**config.mk**
```make
export PLATFORM = sky130hd
export DESIGN_NAME = thermal_covert_tx_flat
export DESIGN_NICKNAME = d
export VERILOG_FILES = /design/src/rtl/thermal_covert_tx_if.sv /design/src/rtl/thermal_covert_tx.sv /design/src/flat_wrapper.sv
export SDC_FILE = /design/constraint.sdc
export NUM_CORES = 1
export LEC_CHECK = 0
export ABC_AREA = 1
export BUFFER_PORTS_ARGS = -buffer_cell sky130_fd_sc_hd__buf_2
export CAP_MARGIN = 20
export CORE_ASPECT_RATIO = 1.5
export CORE_MARGIN = 2
export CORE_UTILIZATION = 60
export CTS_BUF_LIST = sky130_fd_sc_hd__clkbuf_16
export DETAILED_ROUTE_END_ITERATION = 8
export PLACE_DENSITY = 0.89
export SLEW_MARGIN = 10
export SYNTH_ARGS = -nofsm -noshare
export SYNTH_HDL_FRONTEND = slang
export SYNTH_SLANG_ARGS = --single-unit
export TNS_END_PERCENT = 100
```
**constraint.sdc**
```tcl
create_clock -name clk -period 6.1 [get_ports clk]
set_input_delay 0.915 -clock clk [delete_from_list [all_inputs] [get_ports clk]]
set_output_delay 0.915 -clock clk [all_outputs]
set_load 0.005 [all_outputs]
```
**src/rtl/thermal_covert_tx_if.sv**
```systemverilog
// Payload handshake between the message source (master) and the transmitter (slave).
interface thermal_covert_tx_if #(
    parameter int unsigned DATA_W = 8
);
    logic [DATA_W-1:0] tx_data;
    logic              tx_valid;
    logic              tx_ready;

    modport master (output tx_data, output tx_valid, input tx_ready);
    modport slave  (input tx_data, input tx_valid, output tx_ready);
endinterface

```
**src/rtl/thermal_covert_tx.sv**
```systemverilog
// Thermal covert-channel transmitter: frames a payload as preamble + MSB-first data + guard
// and drives every heater bank with the OOK- or Manchester-coded line level.
module thermal_covert_tx #(
    parameter int unsigned DATA_W        = 8,
    parameter int unsigned CNT_W         = 20,
    parameter int unsigned HEATER_BANKS  = 8,
    parameter int unsigned PREAMBLE_BITS = 4
) (
    input  logic                    clk,
    input  logic                    reset,
    input  logic                    enable,
    input  logic                    mode,
    input  logic [CNT_W-1:0]        bit_period,
    thermal_covert_tx_if.slave      tx_if,
    output logic [HEATER_BANKS-1:0] heater_en,
    output logic [CNT_W-1:0]        counter_output,
    output logic                    busy,
    output logic                    done,
    output logic [7:0]              leds
);

    localparam int unsigned IdxMax = (DATA_W > PREAMBLE_BITS) ? DATA_W : PREAMBLE_BITS;
    localparam int unsigned IdxW   = ($clog2(IdxMax) > 4) ? $clog2(IdxMax) : 4;
    localparam logic [IdxW-1:0] PreLast  = IdxW'(PREAMBLE_BITS - 1);
    localparam logic [IdxW-1:0] DataLast = IdxW'(DATA_W - 1);

    typedef enum logic [1:0] {
        StIdle     = 2'd0,
        StPreamble = 2'd1,
        StData     = 2'd2,
        StGuard    = 2'd3
    } state_e;

    state_e                  state_q, state_d;
    logic [CNT_W-1:0]        cnt_q, cnt_d;
    logic [IdxW-1:0]         idx_q, idx_d;
    logic                    mode_q, mode_d;
    logic [CNT_W-1:0]        period_q, period_d;
    logic [DATA_W-1:0]       data_q, data_d;
    logic [HEATER_BANKS-1:0] heater_q, heater_d;
    logic                    done_q, done_d;

    logic              accept;
    logic [CNT_W-1:0]  p_eff;
    logic [DATA_W-1:0] data_sh;
    logic              sym;
    logic              level;
    logic              idx_last;
    logic              sym_end;
    state_e            next_st;

    assign tx_if.tx_ready = (state_q == StIdle) & enable & reset;
    assign accept         = tx_if.tx_valid & tx_if.tx_ready;

    always_comb begin
        state_d  = state_q;
        cnt_d    = cnt_q;
        idx_d    = idx_q;
        mode_d   = mode_q;
        period_d = period_q;
        data_d   = data_q;
        heater_d = '0;
        done_d   = 1'b0;
        sym      = 1'b0;
        idx_last = 1'b0;
        next_st  = StIdle;
        data_sh  = data_q << idx_q;

        // Manchester needs two half-symbols, so its period floor is 2.
        p_eff = bit_period;
        if (p_eff == '0) begin
            p_eff = CNT_W'(1);
        end
        if (mode && (p_eff < CNT_W'(2))) begin
            p_eff = CNT_W'(2);
        end

        unique case (state_q)
            StIdle: begin
                next_st = StIdle;
            end
            StPreamble: begin
                sym      = ~idx_q[0];
                idx_last = (idx_q == PreLast);
                next_st  = StData;
            end
            StData: begin
                sym      = data_sh[DATA_W-1];
                idx_last = (idx_q == DataLast);
                next_st  = StGuard;
            end
            StGuard: begin
                idx_last = 1'b1;
                next_st  = StIdle;
            end
        endcase

        level   = ((state_q == StPreamble) || (state_q == StData)) &
                  ((mode_q && (cnt_q >= (period_q >> 1))) ? ~sym : sym);
        sym_end = (cnt_q == period_q - CNT_W'(1));

        if (!enable) begin
            state_d = StIdle;
            cnt_d   = '0;
            idx_d   = '0;
        end else if (state_q == StIdle) begin
            if (accept) begin
                state_d  = StPreamble;
                cnt_d    = '0;
                idx_d    = '0;
                mode_d   = mode;
                period_d = p_eff;
                data_d   = tx_if.tx_data;
            end
        end else begin
            heater_d = {HEATER_BANKS{level}};
            if (sym_end) begin
                cnt_d = '0;
                if (idx_last) begin
                    idx_d   = '0;
                    state_d = next_st;
                    done_d  = (state_q == StGuard);
                end else begin
                    idx_d = idx_q + IdxW'(1);
                end
            end else begin
                cnt_d = cnt_q + CNT_W'(1);
            end
        end
    end

    always_ff @(posedge clk) begin
        if (!reset) begin
            state_q  <= StIdle;
            cnt_q    <= '0;
            idx_q    <= '0;
            mode_q   <= 1'b0;
            period_q <= '0;
            data_q   <= '0;
            heater_q <= '0;
            done_q   <= 1'b0;
        end else begin
            state_q  <= state_d;
            cnt_q    <= cnt_d;
            idx_q    <= idx_d;
            mode_q   <= mode_d;
            period_q <= period_d;
            data_q   <= data_d;
            heater_q <= heater_d;
            done_q   <= done_d;
        end
    end

    assign heater_en      = heater_q;
    assign counter_output = cnt_q;
    assign done           = done_q;
    assign busy           = (state_q != StIdle);
    assign leds           = {busy, mode_q, state_q, idx_q[3:0]};

endmodule
```
**src/flat_wrapper.sv**
```systemverilog
// flat-port wrapper written by rule: the top's interface ports become plain ports
module thermal_covert_tx_flat 
#(
    parameter int unsigned DATA_W        = 8,
    parameter int unsigned CNT_W         = 20,
    parameter int unsigned HEATER_BANKS  = 8,
    parameter int unsigned PREAMBLE_BITS = 4
)
  (clk, reset, enable, mode, bit_period, heater_en, counter_output, busy, done, leds, tx_if_tx_data, tx_if_tx_valid, tx_if_tx_ready);
  thermal_covert_tx_if #(.DATA_W(DATA_W)) tx_if_i ();
  input  logic clk;
  input  logic reset;
  input  logic enable;
  input  logic mode;
  input  logic [CNT_W-1:0] bit_period;
  output logic [HEATER_BANKS-1:0] heater_en;
  output logic [CNT_W-1:0] counter_output;
  output logic busy;
  output logic done;
  output logic [7:0] leds;
  input wire logic [$bits(tx_if_i.tx_data)-1:0] tx_if_tx_data;
  input wire logic [$bits(tx_if_i.tx_valid)-1:0] tx_if_tx_valid;
  output wire logic [$bits(tx_if_i.tx_ready)-1:0] tx_if_tx_ready;
  assign tx_if_i.tx_data = tx_if_tx_data;
  assign tx_if_i.tx_valid = tx_if_tx_valid;
  assign tx_if_tx_ready = tx_if_i.tx_ready;
  thermal_covert_tx #(.DATA_W(DATA_W), .CNT_W(CNT_W), .HEATER_BANKS(HEATER_BANKS), .PREAMBLE_BITS(PREAMBLE_BITS)) u_core (.clk(clk), .reset(reset), .enable(enable), .mode(mode), .bit_period(bit_period), .tx_if(tx_if_i), .heater_en(heater_en), .counter_output(counter_output), .busy(busy), .done(done), .leds(leds));
endmodule
```
Word-level counts from Yosys, hierarchy flattened
Index checks and enable logic that the tools add are counted.
{"block": "word_totals", "register_bits": 57, "latch_bits": 0, "ramBits": 0, "mem_bits_ro": 0, "out_inout_bits": 39, "wordCells": 62, "memories": 0}
{"block": "op_classes", "n_addsub": 3, "n_mul": 0, "div": 0, "order_cmp": 2, "n_eq_ne": 7, "shift": 1, "muxes": 17, "bitwise": 10, "n_reduce_logical": 14}
{"cell": "$mux W20", "count": 5}
{"cell": "$add A20 B1 Y20 const B", "count": 1}
{"cell": "$eq A20 B20 Y1", "count": 1}
{"cell": "$ge A20 B19 Y1", "count": 1}
{"cell": "$logic_not A20 Y1", "count": 1}
{"cell": "$lt A20 B2 Y1 const B", "count": 1}
{"cell": "$sub A20 B1 Y20 const B", "count": 1}
{"cell": "$mux W4", "count": 4}
{"cell": "$mux W2", "count": 4}
{"cell": "$shl A8 B4 Y8", "count": 1}
{"cell": "$not A1 Y1", "count": 6}
{"cell": "$pmux W2 S3", "count": 1}
{"cell": "$reduce_and A3 Y1", "count": 2}
{"cell": "$reduce_bool A2 Y1", "count": 3}
{"cell": "$reduce_or A5 Y1", "count": 1}
{"cell": "$add A4 B1 Y4 const B", "count": 1}
{"cell": "$and A1 B1 Y1", "count": 4}
{"cell": "$eq A2 B2 Y1 const B", "count": 2}
{"cell": "$eq A4 B2 Y1 const B", "count": 1}
{"cell": "$eq A4 B3 Y1 const B", "count": 1}
{"cell": "$reduce_and A2 Y1", "count": 2}
{"cell": "$pmux W1 S3", "count": 1}
{"cell": "$reduce_or A3 Y1", "count": 1}
{"cell": "$eq A2 B1 Y1 const B", "count": 1}
{"cell": "other kinds (6)", "count": 7}

Longest topological paths before layout
Gate-level depths: netlist of run 1.
{"block": "logic_depth", "depth_word": 6, "ltp_mapped": 18, "ltp_nobuf": 17}

Worst setup path after synthesis of run 1
No wires, ideal clock.
{"block": "synth_timing", "path_kind": "reg2out", "from": "reg u_core.state_q[0]", "to": "out leds[7]", "arrival_time_ps": 1312, "required_time_ps": 5185, "path_slack_ps": 3873, "path_stages_with_launch": 6, "n_path_buf": 2, "path_cell_list": "dfxtp_1 inv_1 ha_1 inv_2 buf_1 buf_4"}
{"block": "synth_via", "elab_chain_len": 1}
{"item": "from (decl)", "line_no": "thermal_covert_tx.sv:34", "source": "state_e state_q, state_d;"}
{"item": "from (signal assigned)", "line_no": "thermal_covert_tx.sv:134", "source": "state_q <= StIdle;"}
{"item": "from (signal assigned)", "line_no": "thermal_covert_tx.sv:143", "source": "state_q <= state_d;"}
{"item": "$reduce_bool A2 Y1", "line_no": "thermal_covert_tx.sv:157", "source": "assign busy = (state_q != StIdle);"}
{"item": "to (decl)", "line_no": "flat_wrapper.sv:20", "source": "output logic [7:0] leds;"}
Every way passes these cells.

Worst setup path after layout of run 1
{"block": "layout_timing", "from": "in reset", "to": "out tx_if_tx_ready"}
{"block": "layout_via", "elab_chain_len": 1}
{"item": "from (decl)", "line_no": "flat_wrapper.sv:12", "source": "input logic reset;"}
{"item": "$and A1 B1 Y1", "line_no": "thermal_covert_tx.sv:52", "source": "assign tx_if.tx_ready = (state_q == StIdle) & enable & reset;"}
{"item": "to (decl)", "line_no": "flat_wrapper.sv:23", "source": "output wire logic [$bits(tx_if_i.tx_ready)-1:0] tx_if_tx_ready;"}
Every way passes these cells.

==> results.md, run 1 <==
* Hold crit path type: reg -> reg
* Post-CTS setup buffer count at 0
* CTS buffer count at 9
* Multi-input logic area at around 0.0028 mm^2
* Top cells by count, synth: nand2_1, nor2_1, inv_1
* GRT Residual Overflow at 0
* Io pins at 72
* DIE AREA at between 0.008 and 0.009 mm^2
* Layout cells sized above 1 at 0.146
* First-pass GRT wire length at around 20 mm
* Clk_lat worst skew at roughly 0.34 ns
* Period utilization at 0.482
* Worst setup path class: in -> out
* WHS Path Cells at 2
* Maximum vdd drop at roughly 0.00023 V
* Synth Cell Area at between 0.004 and 0.005 mm^2
* Rel. slew slack at 0.451
* Synth cell types at 35
* DRT Pass-1 Iters at 5
* Clock slew at reported path FFs at approximately 0.050 ns
* Die width at ~74 um
* DR vias/cell at around 5.7
* CP Max Fanout at 22
* DRT antenna net count at 0
* Final Wtd Congestion at 0.962
* Comb pwr share at 0.190
* Main area contributors after synthesis: dfxtp_1, nand2_1, ha_1
* Area Growth Syn to Fin at 13.5%
* Max Clk Rate at 340 MHz
* Number of fill cells at around 610
* Final setup fails at 0
* Nature of the critical path endpoint: primary output
* Cell Int Power at approximately 0.72 mW
* Setup tns final at 0 ns
* Worst endpoint data arrival time at 2.02 ns
* Die height at around 110 um
* Post-detail-place hpwl at 9.29 mm
* Max Transition Viols Final at 0
* Hold Buf Count CTS at 0
* Mapped Cells at 697
* Reg2reg end: u_core.state_q[0]
* Status: complete, no violations
* Routed via count at just under 5000
* DRT iter0 DRCs at between 200 and 300
* Fin. Hold Viols at 0
* CTS tree: built
* GR Util All Layers at 0.322
* Total power at 1.06 mW
* Worst reg2reg startpoint: u_core.period_q[0]
* Actual slew at the worst max-slew pin at 0.822 ns
* CTS max path bufs at 2
* Drt total wl at between 10 and 15 mm
* Post-detailed-route wirelength per cell at 14.6 um
* Net load switching power at roughly 0.33 mW
* P_leak at about 2.3 nW
* DP Area at ~0.0047 mm^2
* Post-synth EDFFs at 0
* Initial antenna violation count at 0
* Register area share after synthesis at 0.261
* R2R cell count at 17
* Largest area contributor in the netlist: dfxtp_1
* DRC Markers at 0
* Final hold slack at 0.491 ns
* Most numerous cell in the Yosys netlist: nand2_1
* Max-cap viol count at 0
* Critical path startpoint category: input pin
* Vias in the first global route at 4463
* Synth Flop Type: dfxtp_1
* Ys Warns at 0
* Buffers on Ports at just over 70
* H-tree Lvls at 3
* WHS Endpoint: u_core.data_q[1]
* FP Rows at 38
* Clock power share at 0.437
* Initial Util at 0.614
* Power per cell area at 213 mW/mm^2
* Synth top area share at 0.261
* Post-Syn Nets at approximately 760
* Pin count of the biggest net entering global routing at 37
* Worst Skew at 0.00729 ns
* Final instance area at between 0.004 and 0.005 mm^2
* CP Data Required Time at just over 5 ns
* Sequential cell area at between 0.001 and 0.0015 mm^2
* Post-CTS sizing at 0
* Reg-to-reg setup timing slack at approximately 3.4 ns
* Avg Cell Area, Syn at between 6 and 7 um^2
* Worst Hold Launch: u_core.data_q[1]
* CTS Sinks at 57
* Seq cells post-synth at 57
* Async set or reset register ratio after synthesis at 0
* Fin crit period at 2.94 ns
* # diodes at 0
* Core ar. at just over 0.007 mm^2
* Clk root buf: clkbuf_16
* Switching Fraction at 0.315
* Nets at 813
* RSZ-0062 raised after global routing: false
* Sequential power share at 0.373
## registers in the layout (all words and copies together), names as in the netlist
| register | flops |
|---|---|
| u_core.done | 1 |
| u_core.idx_q | 4 |
| u_core.heater_en | 1 |
| u_core.counter_output | 20 |
| u_core.state_q | 2 |
| u_core.period_q | 20 |
| u_core.mode_q | 1 |
| u_core.data_q | 8 |
## how the worst max path moves through the flow
stage	endpoint	start	slack [ns]	cells after the start
6_report	tx_if_tx_ready	reset	3.16	4
5_1_grt	tx_if_tx_ready	reset	3.07	4
3_3_place_gp	u_core.counter_output[0]	reset	3.17	9
4_1_cts	tx_if_tx_ready	reset	3.17	4
2_1_floorplan	leds[7]	u_core.state_q[0]	3.87	5
3_5_place_dp	u_core.counter_output[0]	reset	3.12	9
## power groups by stage
stage / registers [mW] / clock network [mW] / logic [mW]
after floorplan: 0.397 / 0 / 0.149
after global placement: 0.401 / 0 / 0.190
after detailed placement: 0.401 / 0 / 0.195
after CTS: 0.393 / 0.463 / 0.196
after global routing: 0.395 / 0.473 / 0.225
final: 0.394 / 0.462 / 0.201
## worst max-delay path, stage by stage
cell and delay, ns:
buf_2 0.17, nand2_1 0.49, nor2_1 0.29, buf_2 0.15
## logic make-up (layout without fill, tap and decap cells)
family	after synthesis	after routing	share of synthesized area
xor+xnor	27	27	0.0540
flops	57	57	0.261
buf+inv	104	166	0.101
fa+ha+maj	26	26	0.0743
compound gates	88	88	0.107
simple gates	395	395	0.403
## per-layer routing
metal | routed length, um | up-vias | track usage
met1 | 4650 | 2196 | 0.344
met2 | 6380 | 196 | 0.561
met4 | 613 | 0 | 0.226
met5 | 0 | - | 0
met3 | 646 | 51 | 0.0475
li1 | - | 2379 | -
## layout make-up
type	instances	area share
clock buffer	9	0.0454
tap	80	0.0202
multi-input combinational	536	0.563
sequential	57	0.230
timing repair buffer	73	0.0746
inverter	77	0.0582
clock inverter	7	0.00932
## placed cells by master (no fill, tap or decap), types with 9 or more instances in the layout
master / n
a21oi_1: 57
buf_2: 71
clkbuf_16: 9
dfxtp_1: 57
ha_1: 26
inv_1: 72
nand2_1: 193
nand3_1: 52
nand4_1: 18
nor2_1: 84
nor3_1: 12
o21ai_0: 23
xnor2_1: 11
xor2_1: 16
## stage by stage
| stage | utilization | cells | setup WS, ns |
|---|---|---|---|
| floorplan | - | 697 | 3.87 |
| global placement | 0.658 | 823 | 3.17 |
| detailed placement | 0.658 | 823 | 3.12 |
| CTS | 0.696 | 839 | 3.17 |
| global route | 0.696 | 839 | 3.07 |
| finish | 0.696 | 839 | 3.16 |
(Power assumes the default switching activity.)
==> run 2: changes to the inputs <==
Settings changed: ABC_AREA 1 to 0, CORE_UTILIZATION 60 to 57, PLACE_DENSITY 0.89 to 0.86.
Clock period 6.1 ns to 3 ns, I/O delays scaled along.
==> run 2 against run 1 <==
Effect of this change: the flow now finishes with violations (setup timing); core utilization rose by 8.9 points; sequential power rose by 100%; wire length rose by 20%; clock skew rose by 0.00092 ns; global-route usage rose by 3.6 points; area after synthesis fell by 5.4%; via count fell by 0.35%; register-to-register slack got worse by 3.7 ns; worst hold slack got worse by 0.13 ns; count of clock-buffer cells in the layout did not move; flip-flop and latch count did not move; critical path type is now reg -> reg; largest cell class unchanged; largest power group unchanged; highest routed layer unchanged.
==> results.md, run 2 <==
* Pin count of the biggest net entering global routing at 27
* First-pass GRT wire length at between 20 and 25 mm
* CTS Sinks at between 50 and 60
* Clock slew at reported path FFs at 0.05 ns
* Worst endpoint data arrival time at between 3 and 4 ns
* Core ar. at roughly 0.007 mm^2
* Die width at 73.6 um
* Clk_lat worst skew at approximately 0.34 ns
* Largest area contributor in the netlist: dfxtp_1
* Hold crit path type: in -> reg
* Die height at 108 um
* Synth Area in Compound Gates at 0.229
* Avg Cell Area, Syn at ~8.0 um^2
* DIE AREA at roughly 0.0080 mm^2
* Nature of the critical path endpoint: flop
* Register area share after synthesis at 0.276
* Drt total wl at roughly 15 mm
* GRT Residual Overflow at 0
* Post-synth EDFFs at 0
* DRT iter0 DRCs at ~480
* Most used cell, CP: or4_4
* P_leak at about 2.5 nW
* Most frequent cells in the layout: buf_4, buf_2, nand2_1
* Most common cell after layout, fill and taps aside: buf_4
* Max-cap viol count at 0
* Rel. slew slack at 0.596
* CTS buffer count at 9
* Delay of the slowest critical-path stage at between 0.4 and 0.5 ns
* Mapped Cells at between 500 and 600
* Critical path startpoint category: flop
* Post-Syn Nets at between 500 and 600
* Main area contributors after synthesis: dfxtp_1, ha_1, nand2_1
* RSZ-0062 raised after global routing: true
* Period utilization at 1.11
* Fin crit period at around 3.3 ns
* Final Worst Setup Slack at -0.336 ns
* FP Rows at 38
* Clk root buf: clkbuf_16
* Synth cell types at 62
* Final Wtd Congestion at 0.976
* Maximum vdd drop at roughly 0.0005 V
* Routed via count at 4805
* Initial antenna violation count at 0
* Adder-Cell Fraction of Synth Area at 0.0786
* Io pins at 72
* Worst setup path class: reg -> reg
* H-tree Lvls at 3
* Seq cells post-synth at 57
* CTS tree: built
* Number of fill cells at approximately 450
* Initial Util at 0.580
* Largest family of logic cells by synthesized area: simple AND/OR/NAND/NOR gates
* DP Area at a little over 0.005 mm^2
* Crit-path cells: xnor2_2, or3b_4, a2111o_1, or4_4, or4_4, or4_4, buf_6, o211ai_4, buf_6, a31oi_1
* CP Data Required Time at between 3 and 4 ns
* DR vias/cell at ~6.5
* GR Util All Layers at 0.358
* Total power at 2.15 mW
* Post-detailed-route wirelength per cell at between 15 and 20 um
* Top cells by count, synth: nand2_1, dfxtp_1, inv_1
* Simple-gate share of the synthesized area at 0.265
* Async set or reset register ratio after synthesis at 0
* DRC Markers at 0
* DRT antenna net count at 0
* Status: complete, but fails checks
* Layout cells sized above 1 at 0.334
* Post-detail-place hpwl at 10.4 mm
* Buffers on Ports at 71
* Post-synthesis mux area share at 0.0230
* Max Transition Viols Final at 0
* Nets at around 700
* Synth Flop Type: dfxtp_1
* Synth Cell Area at a little over 0.004 mm^2
* Ys Warns at 0
* Actual slew at the worst max-slew pin at about 0.6 ns
* Synth Area in XOR/XNOR at 0.0571
* Max Clk Rate at between 200 and 300 MHz
* # diodes at 0
* Area Growth Syn to Fin at 35.3%
* CTS max path bufs at 2
* Vias in the first global route at between 4000 and 5000
* Fin. Hold Viols at 0
* DRT Pass-1 Iters at 5
* CP Max Fanout at 4
* Most numerous cell in the Yosys netlist: nand2_1
* Power per cell area at slightly below 400 mW/mm^2
* Synth top area share at 0.276
* Final setup fails at 23
* Failing checks: setup timing
* Worst Skew at between 0.008 and 0.009 ns
* Final instance area at ~0.0056 mm^2
* Hold Buf Count CTS at 0
* CP max-delay cell: or4_4
## run 2: changes by cell type in the layout (fill, tap and decap cells not counted), sizes merged, moves of 16 or more
cell / delta
a21oi: -42
nor2: -71
nand3: -39
nor2b: +16
a21boi: +17
nand2: -137
buf: +86
inv: -48
## run 2: cell type report
type / count / area [um^2] / area share
clock buffers: 9 / 225 / 0.0402
clock inverters: 7 / 37.5 / 0.00670
inverters: 29 / 109 / 0.0194
multi-input cells: 395 / 2920 / 0.521
flip-flops and latches: 57 / 1150 / 0.206
well taps: 80 / 100 / 0.0179
repair buffers: 159 / 1050 / 0.188
## run 2: worst paths after layout
| check | startpoint | endpoint | slack, ns | depth (start not counted) |
|---|---|---|---|---|
| max reg2reg | u_core.counter_output[13] | u_core.idx_q[2] | -0.34 | 10 |
| min reg2reg | u_core.data_q[4] | u_core.data_q[4] | 0.46 | 2 |
| min | tx_if_tx_data[4] | u_core.data_q[4] | 0.36 | 3 |
| max | u_core.counter_output[13] | u_core.idx_q[2] | -0.34 | 10 |
## run 2: repair_timing
item	in CTS	in global routing
gates resized for setup	35	16
pin swaps	12	9
endpoints found under the setup margin	26	26
buffers inserted	2	5
## run 2: layer usage
metal	vias to the layer above	part of all wire	GRT usage
li1	2164	-	-
met1	2255	0.35	0.389
met2	305	0.50	0.610
met3	81	0.082	0.0801
met4	0	0.067	0.225
met5	-	0	0
## run 2: report_power, final
| group | internal (mW) | switching [mW] | total, mW | leakage (nW) |
|---|---|---|---|---|
| logic | 0.214 | 0.240 | 0.453 | 1.90 |
| registers | 0.771 | 0.0155 | 0.787 | 0.465 |
| clock network | 0.546 | 0.368 | 0.914 | 0.128 |
| total | 1.53 | 0.623 | 2.15 | 2.49 |
## run 2: logic make-up after synthesis
group	after synthesis
simple gates	203
compound gates	132
buf+inv	65
flops	57
xor+xnor	27
fa+ha+maj	26
mux	7
## run 2: worst max-delay path, delay by kind of cell, from the launching register on
family | cells | cell delay (ns)
AND/OR/NAND/NOR | 4 | 1.70
flip-flops | 1 | 0.34
buffers and inverters | 2 | 0.32
AO/OA/AOI/OAI | 3 | 0.65
XOR/XNOR | 1 | 0.19
## run 2: metrics by stage
step | cells | utilization | setup TNS (ns) | hold WS (ns) | worst slack (ns)
3_3_place_gp | 713 | 0.714 | -5.29 | 0.448 | -0.363
2_1_floorplan | 517 | - | -4.01 | 0.440 | -0.498
5_1_grt | 736 | 0.785 | -6.39 | 0.370 | -0.409
3_5_place_dp | 713 | 0.714 | -6.67 | 0.458 | -0.411
6_report | 736 | 0.785 | -4.32 | 0.362 | -0.336
4_1_cts | 731 | 0.770 | -4.58 | 0.357 | -0.374
==> run 3: changes to the inputs <==
Settings changed: CTS_BUF_LIST sky130_fd_sc_hd__clkbuf_16 to unset, GPL_ROUTABILITY_DRIVEN set to 0.
==> run 3 against run 2 <==
Effect of this change: the run ends with DRC, setup timing left; register-to-register slack got worse by 0.26 ns; maximum frequency fell by 7.1%; count of clock-buffer cells in the layout rose by 3; critical path type unchanged; critical endpoint is now u_core.counter_output[13]; largest power group unchanged.
==> results.md, run 3 (same netlist as run 2, synthesis figures left out) <==
* Drt total wl at 17.5 mm
* Io pins at 72
* Clk_lat worst skew at approximately 0.36 ns
* Clk root buf: clkbuf_8
* Rel. slew slack at 0.411
* Buffers on Ports at a little over 70
* Initial antenna violation count at 0
* DRT antenna net count at 0
* DIE AREA at 0.00797 mm^2
* DRT iter0 DRCs at between 900 and 1000
* # diodes at 0
* Pin count of the biggest net entering global routing at 28
* Comb pwr share at 0.223
* H-tree Lvls at 3
* CTS tree: built
* RSZ-0062 raised after global routing: true
* GR Util All Layers at 0.395
* Fin. Hold Viols at 0
* Layout cells sized above 1 at 0.334
* Total power at between 2 and 2.5 mW
* Hold crit path type: in -> reg
* Vias in the first global route at 4807
* Max-cap viol count at 0
* Setup tns final at -11.14 ns
* Final Worst Setup Slack at -0.591 ns
* Routed via count at 5251
* Worst endpoint data arrival time at 3.81 ns
* CTS Sinks at 57
* Switching Fraction at 0.283
* Final Util at 0.785
* Final setup fails at 27
* DRT Pass-1 Iters at 9
* DR vias/cell at slightly above 7
* Most common cell after layout, fill and taps aside: buf_4
* P_leak at between 2 and 3 nW
* Nature of the critical path endpoint: flop
* Die height at approximately 110 um
* Sequential power share at 0.349
* Core ar. at about 0.0071 mm^2
* CTS max path bufs at 2
* Area Growth Syn to Fin at 35.3%
* Post-detailed-route wirelength per cell at 23.7 um
* DRC Markers at 11
* Status: complete, but fails checks
* Clock slew at reported path FFs at 0.08 ns
* Post-detail-place hpwl at 10.5 mm
* Max Clk Rate at about 280 MHz
* Worst Skew at between 0.01 and 0.015 ns
* CP Max Fanout at 8
* CP Data Required Time at about 3.2 ns
* Initial Util at 0.580
* Net load switching power at 0.638 mW
* Maximum vdd drop at between 0.0004 and 0.0005 V
* Max Transition Viols Final at 0
* Worst setup path class: reg -> reg
* FP Rows at 38
* Power per cell area at ~400 mW/mm^2
* Die width at 73.6 um
* Clock power share at 0.429
* Nets at ~710
* CTS buffer count at 9
* Period utilization at 1.20
* First-pass GRT wire length at roughly 24 mm
* Cell Int Power at roughly 1.6 mW
* Fin crit period at between 3 and 4 ns
* Actual slew at the worst max-slew pin at between 0.8 and 0.9 ns
* Reg-to-reg setup timing slack at -0.59 ns
* Most frequent cells in the layout: buf_4, buf_2, nand2_1
* Failing checks: DRC, setup timing
* GRT Residual Overflow at 0
* Hold Buf Count CTS at 0
* Critical path startpoint category: flop
run 3: changes by cell type in the layout (fill, tap and decap cells not counted), moves of 3 or more:
cell,previous run,this run
buf_4,80,87
clkbuf_16,9,0
buf_6,7,2
dfxtp_2,5,2
clkbuf_8,0,12
clkinv_1,3,0
bufinv_16,0,3
run 3: layer usage:
metal	GRT usage	vias up	wire [um]
met4	0.274	0	1770
met3	0.103	208	2120
li1	-	2178	-
met1	0.439	2356	5830
met2	0.643	509	7780
met5	0	-	0
run 3: critical path, stage by stage (launching register included):
cell      delay (ns)
dfxtp_2         0.35
buf_4           0.16
or4_4           0.54
nor3_1          0.47
xnor2_1         0.21
o211ai_1        0.13
a221o_1         0.37
or4_4           0.61
buf_12          0.16
o211ai_4        0.31
o21ai_2         0.15
run 3: area by class of cell:
| cell class | count | area, um^2 |
|---|---|---|
| Timing Repair Buffer | 162 | 1070 |
| Sequential cell | 57 | 1150 |
| Multi-Input combinational cell | 395 | 2900 |
| Fill cell | 424 | 1530 |
| Clock buffer | 12 | 165 |
| Clock inverter | 4 | 97.6 |
| Tap cell | 80 | 100 |
| Inverter | 29 | 109 |
run 3: per-stage QoR:
stage,setup WS (ns),cell area (um^2),std cells,hold WS (ns)
final,-0.591,5600,739,0.340
after floorplan,-0.498,4230,517,0.440
after CTS,-0.348,5430,728,0.334
after detailed placement,-0.494,5030,705,0.454
after global placement,-0.388,5030,705,0.448
after global routing,-0.610,5600,739,0.340
run 3: power groups by stage:
stage / logic, mW / clock network (mW) / registers, mW
floorplan: 0.233 / 0 / 0.798
global placement: 0.380 / 0 / 0.798
detailed placement: 0.395 / 0 / 0.800
CTS: 0.414 / 0.949 / 0.784
global route: 0.520 / 0.997 / 0.785
finish: 0.501 / 0.965 / 0.785
run 3: worst paths after layout:
kind | cells after the start | from | to
max | 10 | u_core.period_q[2] | u_core.counter_output[13]
min | 3 | tx_if_tx_data[5] | u_core.data_q[5]
max reg2reg | 10 | u_core.period_q[2] | u_core.counter_output[13]
min reg2reg | 2 | u_core.data_q[6] | u_core.data_q[6]
run 3: repair_timing:
item,in CTS,in global routing
gates resized for setup,22,18
pin swaps,14,7
setup endpoints to repair,26,27
buffers inserted,7,11
